### src/rtl/display_sched_pkg.sv
// Shared types and constants for the display scheduler slice.
package display_sched_pkg;

    localparam int unsigned NUM_SRC_DEFAULT = 4;
    localparam logic [2:0]  SRC_ALERT       = 3'd4;
    localparam logic [2:0]  SRC_IDLE        = 3'd7;

    typedef enum logic [1:0] {
        ST_IDLE,
        ST_SHOW,
        ST_ALERT
    } state_t;

endpackage

### src/rtl/rr_arbiter.sv
// Rotating-priority grant: first requesting index at or after ptr, wrapping 3->0.
module rr_arbiter (
    input  logic [3:0] req,
    input  logic [1:0] ptr,
    output logic       gnt_valid,
    output logic [1:0] gnt_idx
);

    logic [1:0] idx;

    always_comb begin
        gnt_valid = 1'b0;
        gnt_idx   = ptr;
        idx       = '0;
        for (int unsigned i = 0; i < 4; i++) begin
            idx = ptr + 2'(i);
            if (!gnt_valid && req[idx]) begin
                gnt_valid = 1'b1;
                gnt_idx   = idx;
            end
        end
    end

endmodule

### src/rtl/display_scheduler.sv
// Round-robin seven-segment display source scheduler with a priority alert path.
module display_scheduler
    import display_sched_pkg::*;
#(
    parameter int unsigned NUM_SRC      = NUM_SRC_DEFAULT,
    parameter int unsigned DWELL_CYCLES = 100_000_000,
    parameter int unsigned ALERT_CYCLES = 300_000_000
) (
    input  logic                   clock,
    input  logic                   resetn,
    input  logic [NUM_SRC-1:0]     src_valid,
    input  logic [32*NUM_SRC-1:0]  src_data,
    output logic [NUM_SRC-1:0]     src_ack,
    input  logic                   alert_valid,
    input  logic [31:0]            alert_data,
    output logic                   alert_ack,
    output logic [31:0]            disp_data,
    output logic [2:0]             disp_src,
    output logic                   disp_update
);

    localparam logic [31:0] DWELL_LAST = 32'(DWELL_CYCLES - 1);
    localparam logic [31:0] ALERT_LAST = 32'(ALERT_CYCLES - 1);

    state_t              state_q, state_d;
    logic [1:0]          rr_q, rr_d;
    logic [31:0]         cnt_q, cnt_d;
    logic [31:0]         data_q, data_d;
    logic [2:0]          src_q, src_d;
    logic [NUM_SRC-1:0]  src_ack_q, src_ack_d;
    logic                alert_ack_q, alert_ack_d;
    logic                upd_q, upd_d;

    logic                gnt_valid;
    logic [1:0]          gnt_idx;
    logic                src_cap;
    logic                go_idle;

    rr_arbiter u_arb (
        .req       (src_valid[3:0]),
        .ptr       (rr_q),
        .gnt_valid (gnt_valid),
        .gnt_idx   (gnt_idx)
    );

    always_comb begin
        state_d     = state_q;
        rr_d        = rr_q;
        cnt_d       = cnt_q + 32'd1;
        data_d      = data_q;
        src_d       = src_q;
        src_ack_d   = '0;
        alert_ack_d = 1'b0;
        upd_d       = 1'b0;
        src_cap     = 1'b0;
        go_idle     = 1'b0;

        // Alert preempts everything, including a coincident dwell expiry.
        if (alert_valid) begin
            state_d     = ST_ALERT;
            cnt_d       = '0;
            data_d      = alert_data;
            src_d       = SRC_ALERT;
            alert_ack_d = 1'b1;
            upd_d       = 1'b1;
        end else begin
            unique case (state_q)
                ST_IDLE: begin
                    cnt_d   = '0;
                    src_cap = gnt_valid;
                end
                ST_SHOW: begin
                    if (cnt_q == DWELL_LAST) begin
                        src_cap = gnt_valid;
                        go_idle = !gnt_valid;
                    end
                end
                ST_ALERT: begin
                    if (cnt_q == ALERT_LAST) begin
                        src_cap = gnt_valid;
                        go_idle = !gnt_valid;
                    end
                end
                default: begin
                    go_idle = 1'b1;
                end
            endcase

            if (src_cap) begin
                state_d            = ST_SHOW;
                cnt_d              = '0;
                data_d             = src_data[32*gnt_idx +: 32];
                src_d              = {1'b0, gnt_idx};
                src_ack_d[gnt_idx] = 1'b1;
                upd_d              = 1'b1;
                rr_d               = gnt_idx + 2'd1;
            end
            if (go_idle) begin
                state_d = ST_IDLE;
                cnt_d   = '0;
                src_d   = SRC_IDLE;
            end
        end
    end

    always_ff @(posedge clock or negedge resetn) begin
        if (!resetn) begin
            state_q     <= ST_IDLE;
            rr_q        <= '0;
            cnt_q       <= '0;
            data_q      <= '0;
            src_q       <= SRC_IDLE;
            src_ack_q   <= '0;
            alert_ack_q <= 1'b0;
            upd_q       <= 1'b0;
        end else begin
            state_q     <= state_d;
            rr_q        <= rr_d;
            cnt_q       <= cnt_d;
            data_q      <= data_d;
            src_q       <= src_d;
            src_ack_q   <= src_ack_d;
            alert_ack_q <= alert_ack_d;
            upd_q       <= upd_d;
        end
    end

    assign src_ack     = src_ack_q;
    assign alert_ack   = alert_ack_q;
    assign disp_data   = data_q;
    assign disp_src    = src_q;
    assign disp_update = upd_q;

endmodule

### config.mk
export PLATFORM = sky130hd
export DESIGN_NAME = display_scheduler
export DESIGN_NICKNAME = d
export VERILOG_FILES = /design/src/rtl/display_sched_pkg.sv /design/src/rtl/rr_arbiter.sv /design/src/rtl/display_scheduler.sv
export SDC_FILE = /design/constraint.sdc
export NUM_CORES = 1
export LEC_CHECK = 0
export ABC_AREA = 1
export CAP_MARGIN = 15
export CORE_ASPECT_RATIO = 0.9
export CORE_MARGIN = 5
export CORE_UTILIZATION = 46
export DETAILED_ROUTE_END_ITERATION = 8
export HOLD_SLACK_MARGIN = 0.06
export PLACE_DENSITY = 0.82
export SLEW_MARGIN = 25
export SYNTH_ARGS = -nofsm -noshare
export SYNTH_HDL_FRONTEND = slang
export SYNTH_SLANG_ARGS = --single-unit
export TNS_END_PERCENT = 100
### constraint.sdc
create_clock -name clock -period 2.9 [get_ports clock]
set_input_delay 0.58 -clock clock [delete_from_list [all_inputs] [get_ports clock]]
set_output_delay 0.58 -clock clock [all_outputs]
set_load 0.01 [all_outputs]
==> results by stage, run 1 <==
Power:
- For this design the ratio of total power to cell area is roughly 940 nW/um^2.
- The leakage power of the design is between 0.003 and 0.004 uW.
- Total power for the finished layout comes to ~7600 uW.
- The worst-case IR drop observed on VDD is roughly 0.94 mV.

STA:
- The final setup TNS is 0 ns.
- Setup repair after global routing left no endpoint under its margin.
- The achievable clock frequency is 390 MHz.
- The worst-case clock skew is a little under 0.008 ns.
- After layout, the worst path uses between 80% and 90% of the clock period.
- The post-route minimum period is around 2.6 ns.
- The final setup violation count is 0.
- The transition at the pin with the smallest max-transition slack is between 0.5 and 0.6 ns.
- The number of hold-slack violations in the final timing report came to 0.
- The max-slew violation count is 0.
- The relative slew slack is 65.6%.

Clock tree:
- The H-tree level count is 3.
- After clock tree synthesis, the clock-pin slew on the worst setup and hold paths is ~0.06 ns.
- The insertion delay to the later sink of the worst-skew pair is 0.33 ns.
- The TritonCTS buffer count is 9.
- For this design, the CTS-stage hold fixing added 0 buffers.
- The clock passes through at most 2 buffers.
- The total clock sinks is between 70 and 80.
- The post-CTS setup repair buffer count is 0.
- TritonCTS built the clock tree.
- The number of gates given a new drive strength after cts is 0.
- CTS placed an instance of clkbuf_16 at the clock tree root.

Synthesis:
- In this run the mean area of a mapped cell was about 6.4 um^2.
- The synthesized design contains 0 enable-type register cells.
- The number of warning messages in the yosys log is 0.
- The number of nets produced by synthesis is around 1100.
- The predominant post-synthesis flop cell is dfrtp_1.
- The number of instances in the synthesized netlist is approximately 890.
- The synthesized netlist occupies a cell area of about 5700 um^2.
- In this run, synthesis produced a sequential element count of 77.
- The async set-reset flop share out of synthesis is 100%.
- The synthesized netlist contains 32 unique library cells.
- The sequential area share after synthesis is 34.1%.

Floorplanning:
- The number of placed I/O pins is around 210.
- The die height is between 100 and 150 um.
- The die covers approximately 15000 um^2.
- The starting utilization of the core area is a little under half.
- The die boundary width is between 100 and 150 um.
- The count of standard-cell rows is 38.
- In this run the standard cell core region covers approximately 12000 um^2.

Placement:
- The count of buffers added on input and output ports is roughly 210.
- At the end of routability-driven placement, the weighted congestion stood at 0.936.
- Detailed placement ended at an HPWL of about 15000 um.
- The cell area after placement is around 8000 um^2.

Hold path:
- In this run the worst hold path is classified as primary input to async pin.

Detailed routing:
- The pre-antenna-repair detailed-routing pass consisted of 5 iterations.
- The total vias in the final route is ~6300.
- The final routed DRC violation total is 0.
- The mean number of vias per cell is roughly 5.1.
- The detail route stage leaves a number of antenna-violating nets equal to 0.
- In this run, the number of DRC markers left after iteration 0 of detailed routing was between 300 and 400.
- Summed over all layers, the routed wires come to around 20000 um.
- After detailed routing, the average wire length per cell comes to about 16 um.

Worst setup path:
- The cell occurring most often along the worst timing path is nand2_1.
- Measured in cells, the most critical reg-to-reg path has a length of 13.
- The category of the worst setup path capture point is a register.
- The worst setup path is launched from a register.
- Of all nets on the critical path, the largest fanout is 21.
- The largest stage delay on the critical path is slightly above 0.6 ns.
- The worst setup path is of the register to register kind.
- The arrival time of the worst setup path is around 2.8 ns.
- At the worst endpoint, the required time is 3.10 ns.
- The slowest stage of the critical path is the dfrtp_1 cell.
- The signal on the critical path passes through inv_2 -> nand2_1 -> nand2_1 -> nand2_1 -> nand2_2 -> nor2_4 -> nand2_1 -> nor2_2 -> inv_1 -> o22ai_2 -> nor2_4 -> nand2_2 -> nor2_1.

Final layout:
- From synthesis to final layout, the design area changed by 43.9%.
- The most common cell after layout, fill and taps aside is nand2_1.
- Leaving out fill and tap cells, the most frequent cells in the layout are nand2_1 (356), clkdlybuf4s50_1 (206), nand3_1 (151), nor2_1 (75), dfrtp_1 (74).
- Counting the fill cells in the layout gives between 1000 and 1500.
- In the final design database the tool counted approximately 1300 nets.
- The number of diodes is 0.
- The finished cells cover between 8000 and 9000 um^2.
- Of the cells placed in the final design, the portion with a size suffix greater than 1 is between 5 and 6%.

GRT:
- The number of global-route vias before repair is between 6000 and 7000.
- After global routing the overflow that remains totals 0.
- The pin count of the biggest net entering global routing is a little under 70.
- The number of antenna violations at the first check in global routing came to 0.
- For this run, the total global-route usage over all layers was measured as 26.4%.
- The first global-routing pass estimated 30800 um of wire.

Outcome:
- The run finished with clean final reports.

Flow run:
- The total of max-cap violations is 0.
==> through the flow <==
stage                     hold slack [ns]  utilization [%]  worst slack, ns  instances
after global placement              0.420             65.0            0.239       1227
after detailed placement            0.423             65.0            0.138       1227
after global routing               0.0695             67.5            0.115       1243
final                              0.0676             67.5            0.336       1243
after floorplan                     0.284                -            0.817        885
after CTS                          0.0652             67.5            0.327       1243
==> layer usage <==
layer  track usage [%]  vias up  part of all wire [%]
li1                  -     3185                     -
met1              32.9     2869                    41
met2              45.8      223                    50
met3              6.55       27                   7.5
met4              7.08        0                   1.7
met5                 0        -                     0
==> cells by family after synthesis <==
| kind of cell | synth area share (%) |
|---|---|
| compound gates | 1.79 |
| simple gates | 49.2 |
| buf+inv | 9.92 |
| flops | 34.1 |
| xor+xnor | 3.25 |
| fa+ha+maj | 1.77 |
==> final timing paths <==
path	startpoint	to	slack, ns
max	rr_q[0]	cnt_q[18]	0.34
min	resetn	cnt_q[9]	0.07
max reg2reg	rr_q[0]	cnt_q[18]	0.34
min reg2reg	disp_data[1]	disp_data[1]	0.49
max in group asynchronous	resetn	disp_src[0]	2.20
min in group clock	disp_data[1]	disp_data[1]	0.49
==> cells in the mapped netlist (8+ instances only) <==
cell / count / share of area [%]
buf_2: 11 / 0.97
buf_4: 10 / 1.3
nand3_1: 151 / 13
ha_1: 8 / 1.8
buf_6: 8 / 1.6
xor2_1: 17 / 2.6
clkbuf_1: 10 / 0.66
a21oi_1: 9 / 0.80
nor3_1: 22 / 1.9
dfrtp_1: 74 / 33
inv_1: 73 / 4.8
nor4_1: 8 / 0.88
nor2_1: 75 / 5.0
nand4_1: 11 / 1.2
nand2_1: 356 / 24
==> where the power goes <==
group	internal (uW)	switching [uW]	total (uW)	leakage, uW
Sequential	1370	201	1570	0.000991
Combinational	1920	3020	4940	0.00261
Clock	688	445	1130	0.000143
Total	3980	3670	7650	0.00375
==> layout make-up <==
type                    count  area [um^2]  area share (%)
clock buffers              12          246            3.03
repair buffers            224         2260            27.7
multi-input cells         688         3170            38.9
clock inverters             4         47.5           0.584
flip-flops and latches     77         1930            23.7
inverters                  78          293            3.59
well taps                 160          200            2.46
==> worst max-delay path, delay by kind of cell, from the launching register on <==
kind,cells,cell delay [ns]
simple gates,10,1.26
flops,1,0.61
compound gates,1,0.29
buf+inv,2,0.26
==> state kept, by name (all words and copies together) (netlist names) <==
| signal | cells |
|---|---|
| alert_ack | 1 |
| disp_data | 32 |
| disp_update | 1 |
| cnt_q | 32 |
| src_ack | 4 |
| rr_q | 2 |
| state_q | 2 |
| disp_src | 3 |
Note: power is estimated with default switching activity, not from simulation.
==> run 2, diff against run 1 <==
--- a/config.mk
+++ b/config.mk
@@ -9,12 +9,13 @@
 export CAP_MARGIN = 15
 export CORE_ASPECT_RATIO = 0.9
 export CORE_MARGIN = 5
-export CORE_UTILIZATION = 46
+export CORE_UTILIZATION = 45
 export DETAILED_ROUTE_END_ITERATION = 8
 export HOLD_SLACK_MARGIN = 0.06
-export PLACE_DENSITY = 0.82
+export PLACE_DENSITY = 0.81
 export SLEW_MARGIN = 25
 export SYNTH_ARGS = -nofsm -noshare
 export SYNTH_HDL_FRONTEND = slang
+export SYNTH_HIERARCHICAL = 1
 export SYNTH_SLANG_ARGS = --single-unit
 export TNS_END_PERCENT = 100
==> results by stage, run 2 <==
STA:
- The number of hold-slack violations in the final timing report is 0 (unchanged).
- The transition at the pin with the smallest max-transition slack came to 0.824 ns (+0.310 ns).
- The relative slew slack is 45.1% (-21 points).
- The max-slew violation count was 0 (unchanged).
- The final setup violation count is 0 (unchanged).
- The ratio of final minimum period to clock period is 89.4% (+0.99 points).
- Setup repair after global routing left no endpoint under its margin.
- The worst hold margin is 0.241 ns (+0.173 ns).
- The post-route minimum period came to 2.59 ns (+0.0287 ns).
- The worst-case clock skew was 0.00851 ns (+0.000762 ns).
- The achievable clock frequency is 386 MHz (-1.1%).

Floorplanning:
- The area of the die is 14700 um^2 (+0.36%).
- The starting utilization of the core area is 46.0% (-0.84 points).
- The die height is 115 um (+0.18%).
- The count of standard-cell rows came to 38 (unchanged).
- The die boundary width was 127 um (+0.18%).
- The standard cell core area was 12100 um^2 (unchanged).
- The number of placed I/O pins is 208 (unchanged).

GRT:
- The remaining global-route overflow is 0 (unchanged).
- The pin count of the biggest net entering global routing is 85 (+23%).
- The number of global-route vias before repair is 6274 (+3.6%).
- The number of antenna violations at the first check in global routing is 6 (+6).
- The combined global-route utilization of all metal layers is 28.2% (+1.8 points).
- The global-route wire length before repair was 32500 um (+5.6%).

Worst setup path:
- The critical path required time is 3.18 ns (+0.08 ns).
- The critical path buffer and inverter count is 5 (+3).
- Walking the worst path, the cells encountered are clkdlybuf4s50_1 -> inv_1 -> nand2_1 -> nand2_1 -> o21ai_1 -> nand3_2 -> buf_4 -> o21ai_4 -> buf_12 -> buf_4 -> nand2_1 -> a32o_1 -> o21ai_0 -> nand2_1 -> nand2_1.
- The largest fanout of any net on the critical path is 13 (-38%).
- The arrival time of the worst setup path is 2.87 ns (+0.10 ns).
- The cell occurring most often along the worst timing path is nand2_1.
- The critical path launch point type is a primary input.
- Among all stages on the critical path, the largest delay is contributed by clkdlybuf4s50_1.
- The kind of critical path is primary input to register.
- The largest stage delay on the critical path was 0.49 ns (-0.12 ns).
- The category of the worst setup path capture point is a register.
- Broken down by cell family, the worst path's largest delay share belongs to buffers and inverters.

Detailed routing:
- The total vias in the final route came to 6435 (+2.1%).
- The detailed router's first-iteration violation count is 552 (+67%).
- The final antenna-violating net count is 0 (unchanged).
- The mean number of vias per cell is 5.30 (+4.4%).
- The number of iterations in the first detailed-routing pass is 5 (unchanged).
- The final wirelength is 20900 um (+6.2%).
- The mean routed wirelength per cell is 17.2 um (+8.7%).
- The final routed DRC violation total came to 0 (unchanged).

Flow run:
- The total of max-cap violations is 0 (unchanged).

Synthesis:
- The number of nets produced by synthesis is 1025 (-3.3%).
- The share of the synthesized area in the top cell type came to 33.3% (+0.60 points).
- The number of instances in the synthesized netlist was 850 (-4.0%).
- The synthesized area divided by synthesized cell count came to 6.54 um^2 (+2.3%).
- The async set-reset flop share out of synthesis was 100% (unchanged).
- The top cell type by total area after synthesis is dfrtp_1.
- The sequential area share after synthesis is 34.7% (+0.62 points).
- The netlist area before placement is 5560 um^2 (-1.8%).
- The number of distinct standard cells referenced by the synthesized netlist came to 34 (+6.3%).
- By area the synthesized netlist is led by dfrtp_1 (33%), nand2_1 (23%), nand3_1 (7.2%), a32o_1 (5.8%), nor2_1 (5.7%).
- The number of flops mapped to enable cells by yosys is 0 (unchanged).
- The most common cell in the netlist is nand2_1.
- The number of warning messages in the yosys log was 6 (+6).
- After synthesis, the most frequently instantiated cells are nand2_1 (341), nor2_1 (85), nand3_1 (80).
- The register bit count reported by yosys is 77 (unchanged).
- The predominant post-synthesis flop cell is dfrtp_1.

Power:
- The total power came to 8340 uW (+9.1%).
- The ratio of total power to cell area was 1010 nW/um^2 (+7.3%).
- The leakage power of the design is 0.00364 uW (-2.8%).
- The peak supply drop was 0.633 mV (-33%).

Clock tree:
- The insertion delay to the later sink of the worst-skew pair came to 0.34 ns (about the same).
- The total clock sinks is 77 (unchanged).
- The TritonCTS buffer count came to 9 (unchanged).
- The TritonCTS clock tree is yes.
- The post-CTS setup repair buffer count is 0 (unchanged).
- The clock transition at the register clock pins on the worst setup and hold paths after CTS is 0.07 ns (about the same).
- In this run the clock root is driven by a clkbuf_16.
- The maximum count of clock buffers along a single path is 2 (unchanged).
- The H-tree level count is 3 (unchanged).
- The hold buffer count at CTS is 0 (unchanged).

Final layout:
- The most common cell after layout, fill and taps aside is nand2_1.
- The cell area after layout was 8280 um^2 (+1.7%).
- The final net count came to 1220 (-2.6%).
- The share of cells above drive strength 1 is 6.76% (+1.4 points).
- The library cells used most frequently in the layout, excluding fill and tap cells, are nand2_1 (341), clkdlybuf4s50_1 (205), nor2_1 (85), nand3_1 (80), dfrtp_1 (73).
- The area growth from synthesis to layout is 48.9%.

Placement:
- The half-perimeter wire length after placement came to 15800 um (+3.0%).
- The cell area after placement was 7940 um^2 (+1.1%).
- The number of input and output port buffers inserted came to 207 (unchanged).
- The placer congestion estimate was 0.976 (+4.3%).

Outcome:
- The run finished with clean final reports.

Hold path:
- The worst hold-check path type is primary input to async pin.
-- run 2: kinds of logic after synthesis --
logic type,synth area share (%)
xor+xnor,1.58
fa+ha+maj,1.80
buf+inv,7.43
compound gates,13.1
flops,34.7
simple gates,41.4
-- run 2: layout make-up --
| type | count | area (um^2) |
|---|---|---|
| fill | 1064 | 3790 |
| multi-input combinational | 679 | 3230 |
| timing repair buffer | 231 | 2410 |
| sequential | 77 | 1930 |
| clock buffer | 9 | 225 |
| tap | 160 | 200 |
| inverter | 47 | 176 |
| clock inverter | 7 | 100 |
| antenna | 5 | 12.5 |
-- run 2: per-layer routing --
layer  global-route usage [%]  up-vias  part of all wire, %
li1                         -     3178                    -
met1                     33.6     2941                   39
met2                     48.7      267                   49
met3                     7.60       47                  8.3
met4                     11.4        2                  4.0
met5                        0        -                0.077
-- run 2: where the power goes --
group | switching [uW] | internal (uW)
clock | 479 | 757
sequential | 184 | 1370
combinational | 2930 | 2630
-- run 2: metrics by stage --
stage | setup TNS, ns | instances | setup WS, ns | utilization, %
CTS | 0 | 1210 | 0.302 | 68.5
detailed placement | -0.213 | 1194 | -0.0384 | 65.8
floorplan | 0 | 850 | 0.489 | -
finish | 0 | 1215 | 0.307 | 68.6
global route | 0 | 1215 | 0.0112 | 68.6
global placement | 0 | 1194 | 0.0399 | 65.8
-- run 2: worst paths after layout --
check / startpoint / endpoint / slack [ns] / cells after the start
worst min register to register: disp_src[2] / disp_src[2] / 0.47 / 2
worst min-delay path: resetn / cnt_q[28] / 0.24 / 2
min in group clock: disp_src[2] / disp_src[2] / 0.47 / 2
max in group asynchronous: resetn / disp_src[2] / 2.28 / 2
worst max register to register: rr_q[0] / disp_data[24] / 0.39 / 16
worst max-delay path: src_valid[2] / disp_data[24] / 0.31 / 15
-- run 2: what timing repair did --
item,CTS,global route
endpoints found under the hold margin,0,0
gates resized for setup,0,1
endpoints found under the setup margin,0,7
